===== config.mk =====
export PLATFORM = sky130hd
export DESIGN_NAME = instr_fetch
export DESIGN_NICKNAME = d
export VERILOG_FILES = /design/src/rtl/isa_pkg.sv /design/src/rtl/instr_fetch_pc_reg.sv /design/src/rtl/instr_fetch.sv
export SDC_FILE = /design/constraint.sdc
export NUM_CORES = 1
export LEC_CHECK = 0
export ABC_AREA = 1
export ABC_CLOCK_PERIOD_IN_PS = 5020
export CAP_MARGIN = 15
export CORE_ASPECT_RATIO = 1.25
export CORE_MARGIN = 8
export CORE_UTILIZATION = 51
export DETAILED_ROUTE_END_ITERATION = 10
export PLACE_DENSITY = 0.88
export SYNTH_ARGS = -nofsm -noshare
export SYNTH_HDL_FRONTEND = slang
export SYNTH_SLANG_ARGS = --single-unit

===== constraint.sdc =====
create_clock -name Clk -period 5.02 [get_ports Clk]
set_input_delay 0.502 -clock Clk [delete_from_list [all_inputs] [get_ports Clk]]
set_output_delay 0.502 -clock Clk [all_outputs]
set_load 0.1 [all_outputs]

===== src/rtl/isa_pkg.sv =====
// Shared definitions for the 9-bit ISA fetch path: widths, the HALT encoding,
// the fetch FSM state type and the program-counter type.
package isa_pkg;

   localparam int AW = 12;
   localparam int IW = 9;
   localparam int CW = 16;
   localparam logic [IW-1:0] HALT_OP = 9'h1FF;

   typedef enum logic [1:0] {
      IDLE  = 2'd0,
      RUN   = 2'd1,
      DRAIN = 2'd2,
      DONE  = 2'd3
   } fetch_state_t;

   typedef logic [AW-1:0] pc_t;

endpackage


===== src/rtl/instr_fetch_pc_reg.sv =====
// Program counter: absolute load has priority over increment, otherwise holds.
// Increment wraps modulo 2**AW silently.
module pc_reg #(
   parameter int AW = isa_pkg::AW
) (
   input  logic          clk,
   input  logic          rst_n,
   input  logic          load,
   input  logic [AW-1:0] load_val,
   input  logic          inc,
   output logic [AW-1:0] pc
);

   logic [AW-1:0] pc_q;
   logic [AW-1:0] pc_d;

   always_comb begin
      pc_d = pc_q;
      if (load) begin
         pc_d = load_val;
      end else if (inc) begin
         pc_d = pc_q + AW'(1);
      end
   end

   always_ff @(posedge clk or negedge rst_n) begin
      if (!rst_n) begin
         pc_q <= '0;
      end else begin
         pc_q <= pc_d;
      end
   end

   assign pc = pc_q;

endmodule


===== src/rtl/instr_fetch.sv =====
// Fetch unit: drives the ROM address from the PC, registers the returned word
// into a one-entry fetch register for decode, and sequences one program per Start.
module instr_fetch #(
   parameter int             AW      = isa_pkg::AW,
   parameter int             IW      = isa_pkg::IW,
   parameter logic [IW-1:0]  HALT_OP = isa_pkg::HALT_OP,
   parameter int             CW      = isa_pkg::CW
) (
   input  logic          Clk,
   input  logic          Reset_n,
   input  logic          Start,
   input  logic [AW-1:0] StartAddr,
   output logic [AW-1:0] InstAddress,
   input  logic [IW-1:0] InstrIn,
   output logic          InstrValid,
   input  logic          InstrReady,
   output logic [IW-1:0] Instr,
   output logic [AW-1:0] InstrPC,
   input  logic          BranchTaken,
   input  logic [AW-1:0] BranchTarget,
   output logic          Done,
   output logic [CW-1:0] CycleCount
);

   import isa_pkg::*;

   function automatic logic [CW-1:0] sat_inc(input logic [CW-1:0] v);
      return (&v) ? v : v + CW'(1);
   endfunction

   fetch_state_t  state_q, state_d;
   logic          vld_q, vld_d;
   logic [IW-1:0] instr_q, instr_d;
   logic [AW-1:0] ipc_q, ipc_d;
   logic          done_q, done_d;
   logic [CW-1:0] cnt_q, cnt_d;

   logic          take;
   logic          pc_load;
   logic          pc_inc;
   logic [AW-1:0] pc_load_val;
   logic [AW-1:0] pc;

   pc_reg #(.AW(AW)) u_pc (
      .clk      (Clk),
      .rst_n    (Reset_n),
      .load     (pc_load),
      .load_val (pc_load_val),
      .inc      (pc_inc),
      .pc       (pc)
   );

   always_comb begin
      state_d     = state_q;
      vld_d       = vld_q;
      instr_d     = instr_q;
      ipc_d       = ipc_q;
      done_d      = done_q;
      cnt_d       = cnt_q;
      pc_load     = 1'b0;
      pc_inc      = 1'b0;
      pc_load_val = StartAddr;
      take        = !vld_q || InstrReady;

      case (state_q)
         IDLE, DONE: begin
            // Start outranks a stray BranchTaken while no program is running
            if (Start) begin
               state_d     = RUN;
               pc_load     = 1'b1;
               pc_load_val = StartAddr;
               cnt_d       = '0;
               done_d      = 1'b0;
               vld_d       = 1'b0;
            end
         end
         RUN: begin
            cnt_d = sat_inc(cnt_q);
            if (BranchTaken) begin
               pc_load     = 1'b1;
               pc_load_val = BranchTarget;
               vld_d       = 1'b0;
            end else if (take) begin
               instr_d = InstrIn;
               ipc_d   = pc;
               vld_d   = 1'b1;
               // HALT parks the PC on itself so no word past the program is fetched
               if (InstrIn == HALT_OP) begin
                  state_d = DRAIN;
               end else begin
                  pc_inc = 1'b1;
               end
            end
         end
         DRAIN: begin
            cnt_d = sat_inc(cnt_q);
            if (BranchTaken) begin
               pc_load     = 1'b1;
               pc_load_val = BranchTarget;
               vld_d       = 1'b0;
               state_d     = RUN;
            end else if (vld_q && InstrReady) begin
               vld_d   = 1'b0;
               done_d  = 1'b1;
               state_d = DONE;
            end
         end
         default: begin
            state_d = IDLE;
         end
      endcase
   end

   always_ff @(posedge Clk or negedge Reset_n) begin
      if (!Reset_n) begin
         state_q <= IDLE;
         vld_q   <= 1'b0;
         instr_q <= '0;
         ipc_q   <= '0;
         done_q  <= 1'b0;
         cnt_q   <= '0;
      end else begin
         state_q <= state_d;
         vld_q   <= vld_d;
         instr_q <= instr_d;
         ipc_q   <= ipc_d;
         done_q  <= done_d;
         cnt_q   <= cnt_d;
      end
   end

   assign InstAddress = pc;
   assign InstrValid  = vld_q;
   assign Instr       = instr_q;
   assign InstrPC     = ipc_q;
   assign Done        = done_q;
   assign CycleCount  = cnt_q;

endmodule


**After elaboration in Yosys (flattened, before gate mapping)**

Cells that the tools add are included.

- Add/subtract/negate cells: 2
- Multiply operators: 0
- Divide/modulo/power cells: 0
- Order comparisons: 0
- Eq/ne operators: 13
- Shift-type cells: 0
- Muxes and demuxes: 30
- Bitwise operators: 1
- Reduce and logical (&&, ||, !) cells: 14

Operators with widths:

| kind | number |
|---|---|
| 12-bit 2-to-1 mux | 3 |
| 16-bit 2-to-1 mux | 2 |
| 16-bit case mux with 2 select lines | 1 |
| 12-bit case mux with 2 select lines | 1 |
| 16-bit by 1-bit adder with 16-bit output (second input constant) | 1 |
| 16-bit AND reduction | 1 |
| 2-bit inequality test (second input constant) | 7 |
| 1-bit 2-to-1 mux | 13 |
| 12-bit by 1-bit adder with 12-bit output (second input constant) | 1 |
| 2-bit 2-to-1 mux | 6 |
| 9-bit == test (second input constant) | 1 |
| 3-bit inequality test (second input constant) | 2 |
| 2-bit case mux with 3 select lines | 1 |
| 3-bit AND reduction | 2 |
| 5-bit AND reduction | 1 |
| 2-bit == test (second input constant) | 2 |
| 1-bit case mux with 2 select lines | 2 |
| 4-bit AND reduction | 1 |
| 2-bit nonzero test | 2 |
| 2-bit OR reduction | 2 |
| 1-bit case mux with 3 select lines | 1 |
| 2-bit by 1-bit == test with 1-bit output (second input constant) | 1 |
| 2-bit zero test | 1 |
| 2-bit AND reduction | 1 |
| other kinds (4) | 4 |

- Register bits after elaboration: 53
- Bits in latches: 0
- Bits in writable memories: 0
- Bits in read-only memories: 0
- Input port bits: 38
- Output and inout bits: 51
- Logic and storage cells: 67
- Memories kept: 0

**Logic depth before layout (Yosys ltp)**

Gate-level depths: netlist (run 1).

- Depth after elaboration: 7
- Depth in mapped cells: 10
- Gate-level depth less buffers: 10

**Cells and area by module**

A second synthesis (run 1) with hierarchy kept.

- Cell total of the unflattened synthesis: 354
- Area, all modules: 3007.9 um2

By module, submodules not included:

| module | instances | cells each | area an instance (um2) | seq. area each (um2) |
|---|---|---|---|---|
| instr_fetch | 1 | 253 | 2255.9 | 1026.0 |
| pc_reg | 1 | 101 | 752.0 | 300.3 |

**Worst setup path after synthesis (run 1)**

OpenSTA, ideal clock, no wires.

- Kind: flip-flop to flip-flop
- From: register cnt_q[0], in the netlist CycleCount[0]
- To: register cnt_q[5], in the netlist CycleCount[5]
- Setup time: 74 ps
- Arrival time: 2182 ps
- Data required time: 4946 ps
- Path slack: 2764 ps
- Cell stages (with the launch flop): 9
- Path buffers: 1
- Period minus slack after synthesis: 2256 ps
- Path through: dfrtp_1 -> ha_1 -> nand2_1 -> nor2_4 -> nand3_4 -> o21bai_4 -> buf_6 -> nand2_1 -> o21ai_2

- Word-level cells in the longest chain between the ends: 3
- Elaborated cells between the ends (all ways): 6
- Classes of those cells: add/sub: 1; eq/ne: 1; mux: 2; reduce/logical: 2

Ends and longest elaborated chain:

| item | RTL line | RTL |
|---|---|---|
| from (decl) | instr_fetch.sv:36 | `logic [CW-1:0] cnt_q, cnt_d;` |
| from (signal assigned) | instr_fetch.sv:128 | `cnt_q <= cnt_d;` |
| 16-bit by 1-bit adder with 16-bit output / 16-bit AND reduction (equally long branches) | instr_fetch.sv:28 | `return (&v) ? v : v + CW'(1);` |
| 16-bit 2-to-1 mux / 2-bit inequality test (equally long branches) | - |  |
| 16-bit case mux with 2 select lines / 2-bit AND reduction (equally long branches) | - |  |

Parallel ways exist; a longest one is shown, timed or not. The select of a mux whose other input is x is not followed.
A chain may end at the register's enable or synchronous reset.

**Final worst setup path (run 1)**

- From: register cnt_q[7], in the netlist CycleCount[7]
- To: output CycleCount[7]

RTL lines:

| item | RTL line | RTL |
|---|---|---|
| to (decl) | instr_fetch.sv:22 | `output logic [CW-1:0] CycleCount` |

No word-level cell between the ends.

==> results of run 1 <==
==> metal layers <==
metal | part of all wire [%] | GRT usage (%)
met1 | 40 | 23.5
met2 | 50 | 34.6
met3 | 7.5 | 5.87
met4 | 2.1 | 7.42
met5 | 0 | 0
==> path summary, 6_finish.rpt <==
| path | cells past startpoint | endpoint | slack, ns | from |
|---|---|---|---|---|
| setup / recovery | 1 | CycleCount[7] | 2.49 | CycleCount[7] |
| hold / removal | 2 | CycleCount[4] | 0.30 | Reset_n |
| setup reg to reg | 7 | InstrPC[6] | 2.55 | state_q[1] |
| hold reg to reg | 2 | Instr[2] | 0.49 | Instr[2] |
| max in group asynchronous | 2 | InstrPC[5] | 4.28 | Reset_n |
| min in group Clk | 2 | Instr[2] | 0.49 | Instr[2] |
==> stage by stage <==
| step | hold WS [ns] | util [%] |
|---|---|---|
| 2_1_floorplan | 0.206 | - |
| 3_3_place_gp | 0.457 | 68.3 |
| 3_5_place_dp | 0.462 | 68.3 |
| 4_1_cts | 0.325 | 70.4 |
| 5_1_grt | 0.349 | 70.4 |
| 6_report | 0.301 | 70.4 |
==> final cells by class <==
type | count | area (um^2)
clock buffers | 6 | 82.6
repair buffers | 89 | 883
clock inverters | 2 | 37.5
fillers | 482 | 1710
multi-input cells | 317 | 1500
inverters | 42 | 158
well taps | 66 | 82.6
flip-flops and latches | 53 | 1330
==> cells in the final DEF, fill, tap and decap left out, types with 3 or more instances in the layout <==
cell type and n:
clkdlybuf4s50_1 87, o21ai_0 42, a21oi_1 10, nor2_1 39
nor2_2 3, nor2_4 3, dfrtp_1 53, nor3_1 3
nand3_1 39, ha_1 5, inv_1 40, clkbuf_8 6
o22ai_1 5, nand4_1 6, nand2_1 147
==> kinds of logic after synthesis <==
| group | count (synthesis) | synth area share, % |
|---|---|---|
| AO/OA/AOI/OAI | 62 | 11.1 |
| XOR/XNOR | 3 | 0.861 |
| adder cells (fa/ha/maj) | 5 | 2.05 |
| buffers and inverters | 53 | 7.50 |
| flip-flops | 53 | 43.5 |
| AND/OR/NAND/NOR | 247 | 35.0 |
==> parameters.txt, run 1 <==
Parameter                              Value

Job
  Total of max-cap violations    0

Final layout
  Non-filler instance count after layout    ~580
  Count of antenna diodes in the layout    0
  Area growth from synthesis to layout    33.3%
  Fin nets    ~550
  Share of post-route cells with drive strength above 1    under 10%
  Number of flip-flops in the largest register    16
  Final instance area    ~0.0041 mm^2

Detailed routing
  Final routed DRC violation total    0
  Starting DRC count in detailed routing    about 230
  First drt pass iteration count    4
  Routed vias/inst    5.40
  Remaining antenna violation count after routing    0
  Detailed-route via count    about 3.1k
  Wirelength, routed    ~8.5 mm
  Routed WL per cell    ~15 um

Timing
  Highest clock rate    roughly 400 MHz
  Unrepaired setup endpoints after global routing    no
  TNS Setup    0 ns
  Final-report max-slew violation count    0
  Final critical-path required period    2.53 ns
  Part of the cycle the worst path needs    between 50% and 60%
  Number of endpoints with negative hold slack in the final report    0
  Worst slew pin tran    slightly above 1 ns
  Slew headroom    ~32%
  Final setup margin    around 2.5 ns
  Final worst clock skew    roughly 0.012 ns
  Setup-failing EPs final    0

Place
  Post-place instance area    slightly below 0.004 mm^2
  Final weighted congestion of routability-driven global placement    ~0.9
  Post-placement setup slack    2.21 ns
  Detailed placer's ending HPWL    6.55 mm
  Placed cell count    approximately 570
  PortBufs    88

Synth
  Most area-hungry cell type in the Yosys netlist    dfrtp_1
  Area fraction of the dominant cell type after synthesis    43.5%
  Number of synthesized flops with an enable pin    0
  Top cells by count, synth    nand2_1 (147), dfrtp_1 (53), o21ai_0 (42), inv_1 (40)
  Most instantiated library cell after synthesis    nand2_1
  Number of synthesis warnings    0
  Post-synthesis cell type count    30
  Mean instance size in the synthesized netlist    7.21 um^2
  Sequential share of the synthesized area    approximately 43%
  Post-synthesis register bit count    53
  Post-synthesis net count    466
  Post-Syn Area    ~0.0031 mm^2
  Largest cells by area after synthesis    dfrtp_1 (43%), nand2_1 (18%), o21ai_0 (6.9%), nand3_1 (6.4%), inv_1 (4.9%)
  Predominant post-synthesis flop cell    dfrtp_1
  Share of flip-flops with an asynchronous set or reset after synthesis    between 90% and 100%
  Number of standard cells after synthesis    around 420

Floorplanning
  I/O pin count    ~90
  Die Footprint    0.00873 mm^2
  Floorplan Core Area    roughly 0.0058 mm^2
  Initial Utilization    roughly 53%
  Total number of placement rows    31
  Horizontal extent of the die    about 85 um
  Height of the die    just over 100 um

Critical path
  Top fanout value on the critical path    8
  Startpoint Class    flop
  Slowest CP cell    clkdlybuf4s50_1
  Type of destination of the critical path    output pin
  Cell Chain, Critical Path    clkdlybuf4s50_1
  Crit path buf inv count    1
  Signal arrival time at the worst endpoint    2.02 ns
  Data required time at the worst endpoint    4.52 ns
  Cell type group with the largest total delay on the critical path    buffers and inverters
  Critical path type    flop to output pin
  Delay contributed by the slowest stage of the critical path    roughly 1.2 ns

GRT
  First-pass GRT wire length    14.5 mm
  Pin count of the biggest net entering global routing    54
  Initial antenna violation count    0
  Total congestion overflow after global routing    0
  Gr usage total    between 20% and 30%
  Number of global-route vias before repair    roughly 3.2k

Clock network
  Clock-pin transition on the worst setup and hold timing paths    ~0.1 ns
  Post-CTS Repair Setup Buffers    0
  Post-CTS Hold Fix Bufs    0
  Clock Root Buffer    clkbuf_8
  Worst skew pair latency    around 0.31 ns
  Total number of clock tree sinks    53
  Worst-case clock buffer depth    2
  Number of gates resized after cts    0
  Clock tree from TritonCTS    yes
  TritonCTS Buffers    5
  H-tree depth reported by CTS    2

Outcome
  Status    complete, no violations

Worst hold path
  Type of the tightest min-delay check    primary input to asynchronous set/reset pin
Power of run 1 is not shown: default switching activity piles up to over one toggle a cycle in this logic, so the estimate is an artifact.
==> inputs of run 2 (changes only) <==
--- a/config.mk
+++ b/config.mk
@@ -6,13 +6,13 @@
 export NUM_CORES = 1
 export LEC_CHECK = 0
 export ABC_AREA = 1
-export ABC_CLOCK_PERIOD_IN_PS = 5020
+export ABC_CLOCK_PERIOD_IN_PS = 2300
 export CAP_MARGIN = 15
 export CORE_ASPECT_RATIO = 1.25
 export CORE_MARGIN = 8
-export CORE_UTILIZATION = 51
+export CORE_UTILIZATION = 43
 export DETAILED_ROUTE_END_ITERATION = 10
-export PLACE_DENSITY = 0.88
+export PLACE_DENSITY = 0.8
 export SYNTH_ARGS = -nofsm -noshare
 export SYNTH_HDL_FRONTEND = slang
 export SYNTH_SLANG_ARGS = --single-unit
==> constraint.sdc (replaced) <==
create_clock -name Clk -period 2.3 [get_ports Clk]
set_input_delay 0.23 -clock Clk [delete_from_list [all_inputs] [get_ports Clk]]
set_output_delay 0.23 -clock Clk [all_outputs]
set_load 0.1 [all_outputs]
==> parameters.txt, run 2 (synthesized netlist as in run 1, its figures left out) <==
Parameter                              Value

Final layout
  Total area of multi-input combinational cells    0.00150 mm^2 (unchanged)
  Area growth from synthesis to layout    29.7% (was 33.3%)
  Sequential standard cell area    0.00133 mm^2 (unchanged)
  Number of flip-flops in the largest register    16 (unchanged)
  Non-filler instance count after layout    601 (was 575)
  Share of post-route cells with drive strength above 1    15.1% (was 4.91%)
  Count of antenna diodes in the layout    0 (unchanged)
  Leading cell type in the layout, fill and taps excluded    nand2_1 (unchanged)
  Top library cells by usage in the layout, fill and taps aside    nand2_1 (147), buf_4 (55), dfrtp_1 (53) (was nand2_1 (147), clkdlybuf4s50_1 (87), dfrtp_1 (53))
  Number of fill cells in the layout    649 (was 482)
  Fin nets    554 (was 551)

Critical path
  CP dominant cell by count    nand2_1
  Depth of the critical timing path with buffers and inverters included    9 (was 1)
  Cell type group with the largest total delay on the critical path    simple AND/OR/NAND/NOR gates (was buffers and inverters)
  Data required time at the worst endpoint    2.54 ns (was 4.52 ns)
  Worst reg2reg setup slack    0.23 ns (was 2.55 ns)
  Reg-to-reg startpoint    state_q[0] (was state_q[1])
  Startpoint Class    flop (unchanged)
  FF-to-FF path depth    9 (was 7)
  Top fanout value on the critical path    19 (was 8)
  Cell Chain, Critical Path    inv_1, ha_1, nand2_1, inv_2, nor2_4, nand2_4, inv_1, nand2_1, nand2_1 (was clkdlybuf4s50_1)
  Critical Path End    u_pc.pc[2] (was CycleCount[7])
  Slowest CP cell    dfrtp_1 (was clkdlybuf4s50_1)
  Signal arrival time at the worst endpoint    2.32 ns (was 2.02 ns)
  Delay contributed by the slowest stage of the critical path    0.41 ns (was 1.21 ns)
  Critical path type    flop to flop (was flop to output pin)
  Crit path buf inv count    3 (was 1)
  Worst r2r dst    u_pc.pc[2] (was InstrPC[6])
  Type of destination of the critical path    flop (was output pin)
  Launch point of the critical path    state_q[0] (was CycleCount[7])

Timing
  Final worst clock skew    0.0109 ns (was 0.0116 ns)
  TNS Setup    0 ns (unchanged)
  Worst slew pin tran    0.673 ns (was 1.01 ns)
  Part of the cycle the worst path needs    about nine tenths
  Final critical-path required period    2.07 ns
  Setup-failing EPs final    0 (unchanged)
  Number of endpoints with negative hold slack in the final report    0 (unchanged)
  Unrepaired setup endpoints after global routing    no (unchanged)
  Highest clock rate    between 400 and 500 MHz
  Final-report max-slew violation count    0 (unchanged)
  Slew headroom    55.1% (was 32.2%)

Detailed routing
  Met2 WL post-DR    4.31 mm (was 4.26 mm)
  Starting DRC count in detailed routing    106 (was 228)
  Routed vias/inst    4.98 (was 5.40)
  First drt pass iteration count    4 (unchanged)
  Met1 wire length    3.66 mm (was 3.41 mm)
  Final routed DRC violation total    0 (unchanged)
  Wirelength, routed    8.61 mm (was 8.48 mm)
  Detailed-route via count    2990 (was 3103)
  Remaining antenna violation count after routing    0 (unchanged)
  Detail Route met3 WL    502 um (was 636 um)
  Routed WL per cell    14.3 um (was 14.8 um)
  Top Metal Used    met4 (unchanged)

Clock network
  Worst-case clock buffer depth    2 (unchanged)
  TritonCTS Buffers    5 (unchanged)
  Post-CTS Repair Setup Buffers    0 (unchanged)
  Total number of clock tree sinks    53 (unchanged)
  Post-CTS Hold Fix Bufs    0 (unchanged)
  Worst skew pair latency    0.30 ns (was 0.31 ns)
  Clock tree from TritonCTS    yes (unchanged)
  H-tree depth reported by CTS    2 (unchanged)
  Clock-pin transition on the worst setup and hold timing paths    0.10 ns (about the same)
  Number of gates resized after cts    0 (unchanged)
  Clock Root Buffer    clkbuf_8 (unchanged)

GRT
  Gr usage total    17.3% (was 20.2%)
  Number of global-route vias before repair    2997 (was 3165)
  Pin count of the biggest net entering global routing    54 (unchanged)
  First-pass GRT wire length    14.3 mm (was 14.5 mm)
  Total congestion overflow after global routing    0 (unchanged)
  Initial antenna violation count    0 (unchanged)

Floorplanning
  Total number of placement rows    34 (was 31)
  Horizontal extent of the die    91.4 um (was 85.2 um)
  Initial Utilization    44.0% (was 52.8%)
  Height of the die    110 um (was 102 um)
  Floorplan Core Area    0.00693 mm^2 (was 0.00578 mm^2)
  Die Footprint    0.0101 mm^2 (was 0.00873 mm^2)
  I/O pin count    89 (unchanged)

Outcome
  Status    complete, no violations (unchanged)

Job
  Total of max-cap violations    0 (unchanged)

Place
  PortBufs    88 (unchanged)
  Final weighted congestion of routability-driven global placement    0.913 (was 0.906)
  Placed cell count    594 (was 567)
  Detailed placer's ending HPWL    6.75 mm (was 6.55 mm)

Worst hold path
  Type of the tightest min-delay check    primary input to asynchronous set/reset pin (unchanged)
## run 2: changes by cell type in the layout (fill, tap and decap cells not counted), sizes merged
cell | before | now
clkinvlp | 1 | 0
bufinv | 1 | 0
buf | 2 | 56
clkdlybuf4s50 | 87 | 36
clkbuf | 6 | 7
## run 2: worst min path at each step
stage | startpoint | to | slack, ns | cells past startpoint
final | Reset_n | CycleCount[5] | 0.03 | 2
after global routing | Reset_n | CycleCount[5] | 0.11 | 2
after CTS | Reset_n | CycleCount[6] | 0.06 | 2
after detailed placement | Reset_n | CycleCount[6] | 0.40 | 2
after global placement | Reset_n | CycleCount[5] | 0.39 | 2
after floorplan | Reset_n | CycleCount[0] | -0.07 | 0
## run 2: layout make-up
cell class                      instances  area share [%]
Clock buffer                            7            2.18
Inverter                               42            3.98
Multi-Input combinational cell        317            37.8
Sequential cell                        53            33.5
Tap cell                               90            2.85
Timing Repair Buffer                   92            19.7
## run 2: worst register-to-register path, stage by stage, from the launching register on
cell and delay [ns]:
dfrtp_1 0.41, inv_1 0.06, ha_1 0.39, nand2_1 0.19, inv_2 0.13, nor2_4 0.36, nand2_4 0.20, inv_1 0.15
nand2_1 0.06, nand2_1 0.07
## run 2: metrics by stage
stage	area [um^2]	setup WS [ns]	hold WS, ns	util, %
after floorplan	3050	0.0442	-0.0656	-
after global placement	3870	0.340	0.386	55.8
after detailed placement	3870	0.258	0.400	55.8
after CTS	3960	0.230	0.0649	57.1
after global routing	3960	0.0392	0.108	57.1
final	3960	0.226	0.0304	57.1
## run 2: per-layer routing
| metal | track usage, % | vias up |
|---|---|---|
| li1 | - | 1535 |
| met1 | 19.8 | 1345 |
| met2 | 31.5 | 99 |
| met3 | 4.34 | 11 |
| met4 | 5.04 | 0 |
| met5 | 0 | - |
Power of run 2 is left out for the same reason.
==> inputs of run 3 (changes only) <==
--- a/config.mk
+++ b/config.mk
@@ -15,4 +15,5 @@
 export PLACE_DENSITY = 0.8
 export SYNTH_ARGS = -nofsm -noshare
 export SYNTH_HDL_FRONTEND = slang
+export SYNTH_HIERARCHICAL = 1
 export SYNTH_SLANG_ARGS = --single-unit
==> parameters.txt, run 3 <==
Parameter                              Value

Synth
  Top cells by count, synth    nand2_1 (90), dfrtp_1 (53), nand3_1 (36), inv_1 (34), mux2_2 (32) (was nand2_1 (147), dfrtp_1 (53), o21ai_0 (42), inv_1 (40))
  Number of standard cells after synthesis    354 (was 423)
  Most area-hungry cell type in the Yosys netlist    dfrtp_1 (unchanged)
  Post-synthesis register bit count    53 (unchanged)
  Post-synthesis cell type count    30 (unchanged)
  Sequential share of the synthesized area    44.1% (was 43.5%)
  Area fraction of the dominant cell type after synthesis    44.1% (was 43.5%)
  Post-Syn Area    0.00301 mm^2 (was 0.00305 mm^2)
  Share of flip-flops with an asynchronous set or reset after synthesis    100% (unchanged)
  Mean instance size in the synthesized netlist    8.50 um^2 (was 7.21 um^2)
  Largest cells by area after synthesis    dfrtp_1 (44%), mux2_2 (12%), nand2_1 (11%), nand3_1 (6.0%), inv_1 (4.2%) (was dfrtp_1 (43%), nand2_1 (18%), o21ai_0 (6.9%), nand3_1 (6.4%), inv_1 (4.9%))
  Predominant post-synthesis flop cell    dfrtp_1 (unchanged)
  Number of synthesis warnings    6 (was 0)
  Post-synthesis net count    397 (was 466)
  Most instantiated library cell after synthesis    nand2_1 (unchanged)
  Number of synthesized flops with an enable pin    0 (unchanged)

Critical path
  Signal arrival time at the worst endpoint    2.25 ns (was 2.32 ns)
  Data required time at the worst endpoint    2.50 ns (was 2.54 ns)
  Startpoint Class    flop (unchanged)
  Top fanout value on the critical path    7 (was 19)
  Critical path type    flop to flop (unchanged)
  Type of destination of the critical path    flop (unchanged)

Detailed routing
  Final routed DRC violation total    0 (unchanged)
  Routed WL per cell    14.4 um (was 14.3 um)
  Detailed-route via count    2718 (was 2990)
  Routed vias/inst    5.03 (was 4.98)
  First drt pass iteration count    6 (was 4)
  Wirelength, routed    7.77 mm (was 8.61 mm)
  Remaining antenna violation count after routing    0 (unchanged)
  Starting DRC count in detailed routing    67 (was 106)

Final layout
  Area growth from synthesis to layout    32.2% (was 29.7%)
  Top library cells by usage in the layout, fill and taps aside    nand2_1 (90), buf_4 (57), dfrtp_1 (52) (was nand2_1 (147), buf_4 (55), dfrtp_1 (53))
  Leading cell type in the layout, fill and taps excluded    nand2_1 (unchanged)
  Count of antenna diodes in the layout    0 (unchanged)
  Number of flip-flops in the largest register    16 (unchanged)
  Fin nets    492 (was 554)
  Share of post-route cells with drive strength above 1    26.9% (was 15.1%)

Clock network
  Worst skew pair latency    0.31 ns (was 0.30 ns)
  H-tree depth reported by CTS    2 (unchanged)
  Worst-case clock buffer depth    2 (unchanged)
  Total number of clock tree sinks    53 (unchanged)
  Clock Root Buffer    clkbuf_8 (unchanged)
  Clock tree from TritonCTS    yes (unchanged)
  TritonCTS Buffers    5 (unchanged)
  Clock-pin transition on the worst setup and hold timing paths    0.11 ns (was 0.10 ns)

GRT
  Gr usage total    15.9% (was 17.3%)
  Number of global-route vias before repair    2863 (was 2997)
  Initial antenna violation count    0 (unchanged)
  Total congestion overflow after global routing    0 (unchanged)
  Pin count of the biggest net entering global routing    28 (was 54)
  First-pass GRT wire length    13.2 mm (was 14.3 mm)

Floorplanning
  I/O pin count    89 (unchanged)
  Total number of placement rows    34 (unchanged)
  Initial Utilization    43.6% (was 44.0%)
  Horizontal extent of the die    90.8 um (was 91.4 um)
  Die Footprint    0.00994 mm^2 (was 0.0101 mm^2)
  Floorplan Core Area    0.00689 mm^2 (was 0.00693 mm^2)
  Height of the die    110 um (about the same)

Job
  Total of max-cap violations    0 (unchanged)

Timing
  Highest clock rate    487 MHz (was 482 MHz)
  Final setup margin    0.249 ns (was 0.226 ns)
  TNS Setup    0 ns (unchanged)
  Slew headroom    57.3% (was 55.1%)
  Number of endpoints with negative hold slack in the final report    0 (unchanged)
  Part of the cycle the worst path needs    89.2% (was 90.2%)
  Final worst clock skew    0.0105 ns (was 0.0109 ns)
  Worst slew pin tran    0.641 ns (was 0.673 ns)
  Setup-failing EPs final    0 (unchanged)
  Unrepaired setup endpoints after global routing    no (unchanged)
  Final-report max-slew violation count    0 (unchanged)
  Final critical-path required period    2.05 ns (was 2.07 ns)

Worst hold path
  Type of the tightest min-delay check    primary input to asynchronous set/reset pin (unchanged)

Place
  PortBufs    88 (unchanged)
  Post-placement setup slack    0.0882 ns (was 0.258 ns)
  Final weighted congestion of routability-driven global placement    0.852 (was 0.913)
  Detailed placer's ending HPWL    6.18 mm (was 6.75 mm)

Outcome
  Status    complete, no violations (unchanged)
-- run 3: cell count changes after synthesis, moves of 4 or more --
cell	previous run	this run
nand2_1	147	90
mux2_2	0	32
o21ai_0	42	16
nor2_1	39	25
a22oi_1	0	9
a21oi_1	10	3
inv_1	40	34
o22ai_1	5	0
nand2_2	1	5
-- run 3: kinds of logic after synthesis --
| family | synth area share (%) |
|---|---|
| flip-flops | 44.1 |
| adder cells (fa/ha/maj) | 2.08 |
| AO/OA/AOI/OAI | 8.98 |
| AND/OR/NAND/NOR | 26.0 |
| XOR/XNOR | 0.874 |
| multiplexers | 12.0 |
| buffers and inverters | 5.95 |
-- run 3: critical path, stage by stage, from the launching register on --
cell and delay [ns]:
dfrtp_1 0.42, inv_1 0.06, ha_1 0.35, inv_1 0.07, nand2_1 0.22, buf_4 0.22
mux2_2 0.35, a22oi_1 0.19, nand2_1 0.07
-- run 3: final timing paths --
| check | slack, ns | endpoint | depth (start not counted) | start |
|---|---|---|---|---|
| worst max-delay path | 0.25 | u_pc/pc[9] | 8 | state_q[0] |
| worst min-delay path | 0.46 | CycleCount[14] | 2 | Reset_n |
| worst max register to register | 0.25 | u_pc/pc[9] | 8 | state_q[0] |
| worst min register to register | 0.50 | Instr[8] | 2 | Instr[8] |
| max in group asynchronous | 1.17 | InstrPC[8] | 3 | Reset_n |
| min in group Clk | 0.50 | Instr[8] | 3 | InstrIn[8] |
-- run 3: final cells by class --
cell class	count	area, um^2
tap	90	113
fill	643	2910
multi-input combinational	257	1510
clock inverter	3	21.3
clock buffer	5	68.8
sequential	53	1330
timing repair buffer	95	803
inverter	37	139
-- run 3: timing repair --
item,in CTS,in global routing
resized for setup,0,1
hold endpoints to repair,25,0
setup endpoints to repair,0,11
setup buffers,0,0
hold buffers,1,0
-- run 3: stage by stage --
step                      hold WS (ns)  utilization [%]  instance area, um^2  cells
final                            0.461             57.7                 3980    540
after global routing             0.523             57.7                 3980    540
after CTS                        0.479             57.7                 3980    540
after detailed placement         0.289             56.2                 3870    531
after global placement           0.273             56.2                 3870    531
after floorplan                -0.0656                -                 3010    354
-- run 3: layer usage --
layer  global-route usage [%]  vias up  wire [um]
li1                         -     1365          -
met1                     18.5     1267       3190
met2                     28.3       82       3960
met3                     5.05        4        592
met4                     3.28        0         32
met5                        0        -          0
Power of run 3 is left out for the same reason.
